==> config.mk <==
export PLATFORM = sky130hd
export DESIGN_NAME = ram_arbiter_flat
export DESIGN_NICKNAME = d
export VERILOG_FILES = /design/src/rtl/ram_arb_pkg.sv /design/src/rtl/ram_arb_if.sv /design/src/rtl/ram_arb_pick.sv /design/src/rtl/ram_arbiter.sv /design/src/flat_wrapper.sv
export SDC_FILE = /design/constraint.sdc
export NUM_CORES = 1
export LEC_CHECK = 0
export CAP_MARGIN = 20
export CORE_AREA = 5 5 69 71
export DETAILED_ROUTE_END_ITERATION = 12
export DIE_AREA = 0 0 74 76
export PLACE_DENSITY = 0.92
export SYNTH_ARGS = -nofsm -noshare
export SYNTH_HDL_FRONTEND = slang
export SYNTH_HIERARCHICAL = 1
export SYNTH_SLANG_ARGS = --single-unit
export TNS_END_PERCENT = 50
==> constraint.sdc <==
create_clock -name clk -period 3.9 [get_ports clk]
set_clock_uncertainty 0.1 [all_clocks]
set_input_delay 0.78 -clock clk [delete_from_list [all_inputs] [get_ports clk]]
set_output_delay 0.78 -clock clk [all_outputs]
set_load 0.01 [all_outputs]
==> src/rtl/ram_arb_pkg.sv <==
// Shared types and constants for the two-requester register-RAM arbiter.
// Both the interface and the arbiter RTL import this package.
package ram_arb_pkg;

  localparam int RAM_ADDR_W = 4;
  localparam int RAM_DATA_W = 8;

  localparam logic OP_READ  = 1'b0;
  localparam logic OP_WRITE = 1'b1;

  typedef enum logic [1:0] {
    ST_IDLE     = 2'd0,
    ST_ACCESS   = 2'd1,
    ST_COMPLETE = 2'd2
  } state_t;

endpackage

==> src/rtl/ram_arb_if.sv <==
// Requester and RAM signal bundle for ram_arbiter.
// The master modport is the requester/RAM side and the slave modport is the arbiter.
interface ram_arb_if
  import ram_arb_pkg::*;
#(
  parameter int ADDR_W = RAM_ADDR_W,
  parameter int DATA_W = RAM_DATA_W
) ();

  // Handshake: each REQ is a level request, sampled only while the arbiter is idle,
  // together with that requester's WE/ADDR/WDATA. GNT is high for the single ACCESS
  // cycle, and DONE pulses for the single cycle after it. A REQ still high at the
  // next idle edge counts as a new request.
  logic              req0;
  logic              req1;
  logic              we0;
  logic              we1;
  logic [ADDR_W-1:0] addr0;
  logic [ADDR_W-1:0] addr1;
  logic [DATA_W-1:0] wdata0;
  logic [DATA_W-1:0] wdata1;
  logic              gnt0;
  logic              gnt1;
  logic              done0;
  logic              done1;
  logic [DATA_W-1:0] rdata0;
  logic [DATA_W-1:0] rdata1;
  logic              busy;
  logic [ADDR_W-1:0] ram_address;
  logic [DATA_W-1:0] ram_data_in;
  logic              ram_opcode;
  logic [DATA_W-1:0] ram_data_out;
  state_t            dbg_state;

  modport master (
    output req0, req1, we0, we1, addr0, addr1, wdata0, wdata1, ram_data_out,
    input  gnt0, gnt1, done0, done1, rdata0, rdata1, busy,
    input  ram_address, ram_data_in, ram_opcode, dbg_state
  );

  modport slave (
    input  req0, req1, we0, we1, addr0, addr1, wdata0, wdata1, ram_data_out,
    output gnt0, gnt1, done0, done1, rdata0, rdata1, busy,
    output ram_address, ram_data_in, ram_opcode, dbg_state
  );

endinterface

==> src/rtl/ram_arb_pick.sv <==
// Combinational two-way winner select.
// The default is round-robin on last_grant; defining RAM_ARB_FIXED_PRIO_EN makes R0 always win.
module ram_arb_pick (
  input  logic req0,
  input  logic req1,
`ifndef RAM_ARB_FIXED_PRIO_EN
  input  logic last_grant,
`endif
  output logic grant_valid,
  output logic grant_id
);

  always_comb begin
    grant_valid = req0 | req1;
`ifdef RAM_ARB_FIXED_PRIO_EN
    grant_id = ~req0;
`else
    // On contention, hand the RAM to whoever did not have it last.
    if (req0 && req1) begin
      grant_id = ~last_grant;
    end else begin
      grant_id = req1;
    end
`endif
  end

endmodule

==> src/rtl/ram_arbiter.sv <==
// Shares the 16x8 register RAM between R0 (fetch) and R1 (data/loader), one op per 3 cycles.
// Build option: RAM_ARB_FIXED_PRIO_EN selects fixed R0 priority instead of round-robin.
module ram_arbiter
  import ram_arb_pkg::*;
#(
  parameter int ADDR_W = RAM_ADDR_W,
  parameter int DATA_W = RAM_DATA_W
) (
  input logic      clk,
  input logic      rst_n,
  ram_arb_if.slave bus
);

  state_t            state;
  logic              cmd_id;
  logic              cmd_we;
  logic              gnt0_q;
  logic              gnt1_q;
  logic              done0_q;
  logic              done1_q;
  logic              busy_q;
  logic              opcode_q;
  logic [ADDR_W-1:0] addr_q;
  logic [DATA_W-1:0] din_q;
  logic [DATA_W-1:0] rdata0_q;
  logic [DATA_W-1:0] rdata1_q;
  logic              grant_valid;
  logic              grant_id;
  logic              sel_we;
  logic [ADDR_W-1:0] sel_addr;
  logic [DATA_W-1:0] sel_wdata;

`ifndef RAM_ARB_FIXED_PRIO_EN
  logic last_grant;
`endif

  ram_arb_pick u_pick (
    .req0        (bus.req0),
    .req1        (bus.req1),
`ifndef RAM_ARB_FIXED_PRIO_EN
    .last_grant  (last_grant),
`endif
    .grant_valid (grant_valid),
    .grant_id    (grant_id)
  );

  always_comb begin
    sel_we    = bus.we0;
    sel_addr  = bus.addr0;
    sel_wdata = bus.wdata0;
    if (grant_id) begin
      sel_we    = bus.we1;
      sel_addr  = bus.addr1;
      sel_wdata = bus.wdata1;
    end
  end

  // The RAM drive registers double as the latched command, so requesters may move on after GNT.
  always_ff @(posedge clk or negedge rst_n) begin
    if (!rst_n) begin
      state    <= ST_IDLE;
      cmd_id   <= 1'b0;
      cmd_we   <= OP_READ;
      gnt0_q   <= 1'b0;
      gnt1_q   <= 1'b0;
      done0_q  <= 1'b0;
      done1_q  <= 1'b0;
      busy_q   <= 1'b0;
      opcode_q <= OP_READ;
      addr_q   <= '0;
      din_q    <= '0;
      rdata0_q <= '0;
      rdata1_q <= '0;
`ifndef RAM_ARB_FIXED_PRIO_EN
      last_grant <= 1'b1;
`endif
    end else begin
      case (state)
        ST_IDLE: begin
          if (grant_valid) begin
            state    <= ST_ACCESS;
            cmd_id   <= grant_id;
            cmd_we   <= sel_we;
            addr_q   <= sel_addr;
            din_q    <= sel_wdata;
            opcode_q <= sel_we;
            gnt0_q   <= ~grant_id;
            gnt1_q   <= grant_id;
            busy_q   <= 1'b1;
`ifndef RAM_ARB_FIXED_PRIO_EN
            last_grant <= grant_id;
`endif
          end
        end
        ST_ACCESS: begin
          if (cmd_we == OP_READ) begin
            if (cmd_id) begin
              rdata1_q <= bus.ram_data_out;
            end else begin
              rdata0_q <= bus.ram_data_out;
            end
          end
          gnt0_q   <= 1'b0;
          gnt1_q   <= 1'b0;
          done0_q  <= ~cmd_id;
          done1_q  <= cmd_id;
          opcode_q <= OP_READ;
          state    <= ST_COMPLETE;
        end
        ST_COMPLETE: begin
          done0_q <= 1'b0;
          done1_q <= 1'b0;
          busy_q  <= 1'b0;
          state   <= ST_IDLE;
        end
        default: begin
          state <= ST_IDLE;
        end
      endcase
    end
  end

  assign bus.gnt0        = gnt0_q;
  assign bus.gnt1        = gnt1_q;
  assign bus.done0       = done0_q;
  assign bus.done1       = done1_q;
  assign bus.rdata0      = rdata0_q;
  assign bus.rdata1      = rdata1_q;
  assign bus.busy        = busy_q;
  assign bus.ram_address = addr_q;
  assign bus.ram_data_in = din_q;
  assign bus.ram_opcode  = opcode_q;
  assign bus.dbg_state   = state;

endmodule

==> src/flat_wrapper.sv <==
// flat-port wrapper written by rule: the top's interface ports become plain ports
module ram_arbiter_flat import ram_arb_pkg::*;
#(
  parameter int ADDR_W = RAM_ADDR_W,
  parameter int DATA_W = RAM_DATA_W
)
  (clk, rst_n, bus_req0, bus_req1, bus_we0, bus_we1, bus_addr0, bus_addr1, bus_wdata0, bus_wdata1, bus_ram_data_out, bus_gnt0, bus_gnt1, bus_done0, bus_done1, bus_rdata0, bus_rdata1, bus_busy, bus_ram_address, bus_ram_data_in, bus_ram_opcode, bus_dbg_state);
  ram_arb_if #(.ADDR_W(ADDR_W), .DATA_W(DATA_W)) bus_i ();
  input logic clk;
  input logic rst_n;
  input wire logic [$bits(bus_i.req0)-1:0] bus_req0;
  input wire logic [$bits(bus_i.req1)-1:0] bus_req1;
  input wire logic [$bits(bus_i.we0)-1:0] bus_we0;
  input wire logic [$bits(bus_i.we1)-1:0] bus_we1;
  input wire logic [$bits(bus_i.addr0)-1:0] bus_addr0;
  input wire logic [$bits(bus_i.addr1)-1:0] bus_addr1;
  input wire logic [$bits(bus_i.wdata0)-1:0] bus_wdata0;
  input wire logic [$bits(bus_i.wdata1)-1:0] bus_wdata1;
  input wire logic [$bits(bus_i.ram_data_out)-1:0] bus_ram_data_out;
  output wire logic [$bits(bus_i.gnt0)-1:0] bus_gnt0;
  output wire logic [$bits(bus_i.gnt1)-1:0] bus_gnt1;
  output wire logic [$bits(bus_i.done0)-1:0] bus_done0;
  output wire logic [$bits(bus_i.done1)-1:0] bus_done1;
  output wire logic [$bits(bus_i.rdata0)-1:0] bus_rdata0;
  output wire logic [$bits(bus_i.rdata1)-1:0] bus_rdata1;
  output wire logic [$bits(bus_i.busy)-1:0] bus_busy;
  output wire logic [$bits(bus_i.ram_address)-1:0] bus_ram_address;
  output wire logic [$bits(bus_i.ram_data_in)-1:0] bus_ram_data_in;
  output wire logic [$bits(bus_i.ram_opcode)-1:0] bus_ram_opcode;
  output wire logic [$bits(bus_i.dbg_state)-1:0] bus_dbg_state;
  assign bus_i.req0 = bus_req0;
  assign bus_i.req1 = bus_req1;
  assign bus_i.we0 = bus_we0;
  assign bus_i.we1 = bus_we1;
  assign bus_i.addr0 = bus_addr0;
  assign bus_i.addr1 = bus_addr1;
  assign bus_i.wdata0 = bus_wdata0;
  assign bus_i.wdata1 = bus_wdata1;
  assign bus_i.ram_data_out = bus_ram_data_out;
  assign bus_gnt0 = bus_i.gnt0;
  assign bus_gnt1 = bus_i.gnt1;
  assign bus_done0 = bus_i.done0;
  assign bus_done1 = bus_i.done1;
  assign bus_rdata0 = bus_i.rdata0;
  assign bus_rdata1 = bus_i.rdata1;
  assign bus_busy = bus_i.busy;
  assign bus_ram_address = bus_i.ram_address;
  assign bus_ram_data_in = bus_i.ram_data_in;
  assign bus_ram_opcode = bus_i.ram_opcode;
  assign bus_dbg_state = bus_i.dbg_state;
  ram_arbiter #(.ADDR_W(ADDR_W), .DATA_W(DATA_W)) u_core (.clk(clk), .rst_n(rst_n), .bus(bus_i));
endmodule
# Yosys cells after proc, flatten, opt, wreduce, memory -nomap -nowiden
# Index checks and enable logic that the tools add are counted.
[word_totals] ff_bits=39 out_inout_bits=36 wordCells=48
[op_classes] mux=16 n_eq_ne=3 reduce_logical=10 bitwise_logic=5
[op_table] cell="1-bit one-hot mux with 2 select lines" n=6
[op_table] cell="8-bit 2-to-1 mux" n=1
[op_table] cell="1-bit 2-to-1 mux" n=6
[op_table] cell="2-bit AND reduction" n=3
[op_table] cell="3-bit AND reduction" n=2
[op_table] cell="2-bit nonzero test" n=3
[op_table] cell="4-bit 2-to-1 mux" n=1
[op_table] cell="1-bit inverter" n=4
[op_table] cell="2-bit one-hot mux with 2 select lines" n=1
[op_table] cell="2-bit by 1-bit equality test with 1-bit output (second input constant)" n=1
[op_table] cell="2-bit equality test (second input constant)" n=1
[op_table] cell="2-bit logical NOT" n=1
[op_table] cell="2-bit 2-to-1 mux" n=1
[op_table] cell="2-bit by 1-bit inequality test with 1-bit output (second input constant)" n=1
[op_table] cell="1-bit logical AND" n=1
[op_table] cell="1-bit OR" n=1

# Logic depth before layout (Yosys ltp)
[depth] word_depth=5 depth_mapped=6

# Cells and area by module
# The synthesis kept the hierarchy.
[modules_own_cells] module="ram_arbiter" area_per_inst_um2=1749.2 seq_area_each_um2=977.2 instances=1 cells_each=136
[modules_own_cells] module="ram_arb_pick" area_per_inst_um2=13.8 seq_area_each_um2=0.0 instances=1 cells_each=2

# Worst setup path after synthesis
# OpenSTA, ideal clock, no wires.
[synth_timing] path_kind="input-to-reg" start="in bus_req1" end="reg u_core.addr_q[0], in the netlist u_core/bus.ram_address[0]" required_time_ns=3.674 arrival_ns=1.625 path_stages=5 slack_ns=2.049 path_cell_list="a21boi_1 > buf_2 > buf_2 > mux2i_1 > a21oi_1"
[synth_via] elab_chain_len=3 elab_cells_between_ends=5
[synth_rtl] item="from (decl)" line="flat_wrapper.sv:12" rtl="input wire logic [$bits(bus_i.req1)-1:0] bus_req1;"
[synth_rtl] item="1-bit logical AND" line="ram_arb_pick.sv:19" rtl="if (req0 && req1) begin"
[synth_rtl] item="1-bit 2-to-1 mux" line="ram_arb_pick.sv:19"
[synth_rtl] item="4-bit 2-to-1 mux" line="ram_arbiter.sv:51" rtl="if (grant_id) begin"
[synth_rtl] item="to (signal assigned)" line="ram_arbiter.sv:84" rtl="addr_q <= sel_addr;"
[synth_rtl] item="to (decl)" line="ram_arbiter.sv:23" rtl="logic [ADDR_W-1:0] addr_q;"
# Several ways; a longest one is shown, not always the timed one.
# A chain may end at the register's enable or synchronous reset.

# Worst setup path in the final report
[layout_timing] start="in bus_req0" end="reg u_core.cmd_id"
[layout_via] elab_chain_len=2 elab_cells_between_ends=4
[layout_rtl] item="from (decl)" line="flat_wrapper.sv:11" rtl="input wire logic [$bits(bus_i.req0)-1:0] bus_req0;"
[layout_rtl] item="1-bit OR" line="ram_arb_pick.sv:14" rtl="grant_valid = req0 | req1;"
[layout_rtl] item="via u_core.grant_valid" line="ram_arbiter.sv:27" rtl="logic grant_valid;"
[layout_rtl] item="2-bit AND reduction (no line)"
[layout_rtl] item="to (signal assigned)" line="ram_arbiter.sv:82" rtl="cmd_id <= grant_id;"
[layout_rtl] item="to (decl)" line="ram_arbiter.sv:15" rtl="logic cmd_id;"
# The timed path passes the listed nets, and every way through them passes these cells.

==> qor.log <==
[clock_network] clock buffers created by TritonCTS 5
[synth] Netlist Area Pre-Place 1760 um2
[cells_and_area] fraction of final layout cells with drive strength greater than 1 16.9%
[timing] time the worst path needs with I/O delays and setup 2.43 ns
[global_routing] GRT met3 Usage 6.20%
[synth] number of warnings reported in the yosys synthesis log 6
[clock_network] clock tree from TritonCTS built
[cells_and_area] antenna cells 0
[global_routing] first-pass GRT wire length 6.67 mm
[clock_network] clock insertion delay at the later pin of the skew report 0.28 ns
[clock_network] clock-pin transition on the worst setup and hold timing paths 0.08 ns
[outcome] status complete, no violations
[routing] Final ANT Viol Nets 0
[routing] final routed wire length divided by cell count 15.3 um
[place] Buffers on Ports 73
[routing] total wirelength of the detailed-routed design 4.06 mm
[global_routing] met1 global-route usage 17.3%
[worst_setup_path] slowest stage cell on the critical path and2_1
[place] detailed placer's ending HPWL 3.05 mm
[synth] post-synthesis cell type count 24
[power] portion of total power attributed to sequential cells 34.7%
[timing] count of final hold-check violations 0
[synth] synth top area cells dfrtp_1 54%, mux2_2 13%, mux2i_1 8.5%, a21oi_1 7.4%, ha_1 3.5%
[synth] number of enable flip-flop cells after synthesis 0
[worst_setup_path] CP delay by family, top buffers and inverters
[floorplanning] number of placement rows 24
[worst_setup_path] cells on worst reg2reg path 4
[worst_hold_path] Min-Delay Path Class reg2reg
[global_routing] number of antenna violations at the first check in global routing 0
[routing] number of vias after detailed routing 1346
[timing] unrepaired setup endpoints after global routing false
[synth] synthesized area per cell 12.8 um2
[power] Clock power frac 19.0%
[synth] top cell type by total area after synthesis dfrtp_1
[synth] #FFs+latches synth 39
[global_routing] GRT met2 Usage 25.7%
[worst_setup_path] peak per-stage delay on the critical path 0.50 ns
[power] combinational share of power 46.4%
[clock_network] buffer levels on the longest clock path 2
[power] switching power 665 uW
[worst_setup_path] Arrival @ worst endpoint 2.50 ns
[floorplanning] floorplan die area 5620 um2
[worst_setup_path] WP depth 5
[timing] slew at the pin closest to its max-slew limit 0.846 ns
[power] internal power contribution 1.43 mW
[worst_setup_path] endpoint of the worst-slack reg-to-reg timing path u_core/cmd_id
[timing] sum of negative setup slack 0 ns
[timing] highest clock rate 412 MHz
[global_routing] final global-route overflow total 0
[clock_network] # clock sinks 39
[synth] dominant cell by count in the synthesized netlist dfrtp_1
[routing] First-pass DRT Iterations 4
[routing] drt via density 5.08
[synth] share of async-settable or async-resettable flops after synthesis 100%
[synth] Most used DFF post-synth dfrtp_1
[timing] fin. max-slew vios 0
[run] max-capacitance violation count 0
[worst_setup_path] nature of the critical path endpoint register
[routing] DRC Markers 0
[floorplanning] number of top-level pins 74
[timing] part of the cycle the worst path needs 62.3%
[clock_network] CTS H-Tree Depth 2
[floorplanning] core outline area 4170 um2
[worst_hold_path] cell depth of the worst hold path 1
[floorplanning] initial cell density of the core 42.2%
[cells_and_area] final net count 255
[worst_setup_path] cells traversed along the worst timing path clkdlybuf4s50_1 > or2_1 > buf_4 > and2_1 > mux2_2
[synth] Mapped Cells 138
[power] power per cell area 784 nW/um2
[synth] post-synthesis sequential area ratio 55.4%
[synth] area share of the largest cell type after synthesis 53.9%
[global_routing] vias in the first global route 1437
[worst_hold_path] worst hold path endpoint u_core/bus.rdata1[7]
[worst_setup_path] slack of the worst reg-to-reg path 1.73 ns
[clock_network] number of resized instances in the post-cts repair step 0
[clock_network] Post-CTS Hold Buffers 0
[worst_setup_path] WP data required 3.98 ns
[timing] headroom to the max-slew limit 43.6%
[power] Worst VDD drop 0.428 mV
[worst_hold_path] worst hold path startpoint u_core/bus.rdata1[7]
[power] cell leakage power 1.15 nW
[worst_setup_path] R2R Path Start u_core/bus.dbg_state[0]
[floorplanning] horizontal die dimension 74 um
[clock_network] cell at the root of the clock tree clkbuf_8
[cells_and_area] area growth from synthesis to final layout 51.7%
[worst_setup_path] crit path max fanout 22
[timing] Setup violations, final 0
[cells_and_area] utilization after layout 64.1%
[place] final estimated routing congestion in global placement 0.694
[floorplanning] die height 76 um
[synth] Post-Synthesis Net Count 181
[synth] synth cell count leaders 38 x dfrtp_1, 26 x a21oi_1, 21 x mux2_2
[timing] Worst Hold Slack 0.406 ns
[worst_setup_path] startpoint-to-endpoint class of the critical path in2reg
[global_routing] largest net degree at the start of global routing 40
[power] fraction of power spent switching nets 31.7%
[clock_network] number of buffers inserted by post-CTS setup repair 0
[routing] First DRT Iteration DRCs 63
[global_routing] global route hottest layer met2
[global_routing] global-route usage over all layers 15.2%
[worst_setup_path] buffer and inverter count on the worst path 2
[worst_setup_path] kind of start point of the critical path input pin
[power by group through the flow]
stage                     logic [mW]  registers (mW)  clock network, mW
after floorplan                0.409           0.804                  0
after global placement         0.959           0.726                  0
after detailed placement       0.981           0.735                  0
after CTS                      0.988           0.728              0.408
after global routing            1.06           0.757              0.428
final                          0.971           0.726              0.398
[stage by stage]
step           cells  instance area [um2]  setup slack (ns)  power (mW)
5_1_grt          265                 2670              1.41        2.24
3_3_place_gp     257                 2540              1.23        1.68
2_1_floorplan    138                 1760              2.05        1.21
6_report         265                 2670              1.47        2.10
3_5_place_dp     257                 2540              1.17        1.72
4_1_cts          265                 2670              1.48        2.12
[state kept, by name (all words and copies together) (netlist names), 2 cells and up]
| register | count |
|---|---|
| u_core/bus.dbg_state | 2 |
| u_core/bus.ram_address | 4 |
| u_core/bus.rdata1 | 8 |
| u_core/bus.rdata0 | 8 |
| u_core/bus.ram_data_in | 8 |
[final cells by class]
cell class,instances,area [um2]
fillers,350,1500
clock inverters,3,67.6
clock buffers,5,68.8
multi-input cells,87,739
inverters,4,15.0
repair buffers,75,741
well taps,52,65.1
flip-flops and latches,39,977
[per-layer routing]
metal  vias to the layer above  share of wire, %
li1                        643                 -
met1                       653                38
met2                        46                53
met3                         4               8.4
met4                         0              0.89
met5                         -                 0
[how the worst max path moves through the flow]
stage                         from                         to
final                     bus_req0              u_core/cmd_id
after floorplan           bus_req1  u_core/bus.ram_address[0]
after CTS                 bus_req0              u_core/cmd_id
after detailed placement  bus_req0              u_core/cmd_id
after global routing      bus_req0              u_core/cmd_id
after global placement    bus_req0              u_core/cmd_id
[cells by family after synthesis]
group,Yosys count,synth area share (%)
DFF,39,55.4
muxes,36,21.9
AOI/OAI and AO/OA,31,9.58
and+or+nand+nor,15,6.67
buffers and inverters,12,2.84
adders and majority gates,5,3.55
[placed cells by master, fill, tap and decap left out, drive strengths merged, types with 3 or more instances in the layout]
master / synthesis / layout
buf: 4 / 3
inv: 4 / 4
mux2i: 15 / 15
clkdlybuf4s50: 0 / 72
ha: 5 / 5
a21oi: 26 / 26
clkbuf: 4 / 5
nand3b: 3 / 3
mux2: 21 / 21
dfrtp: 38 / 38
(Power assumes the default switching activity.)
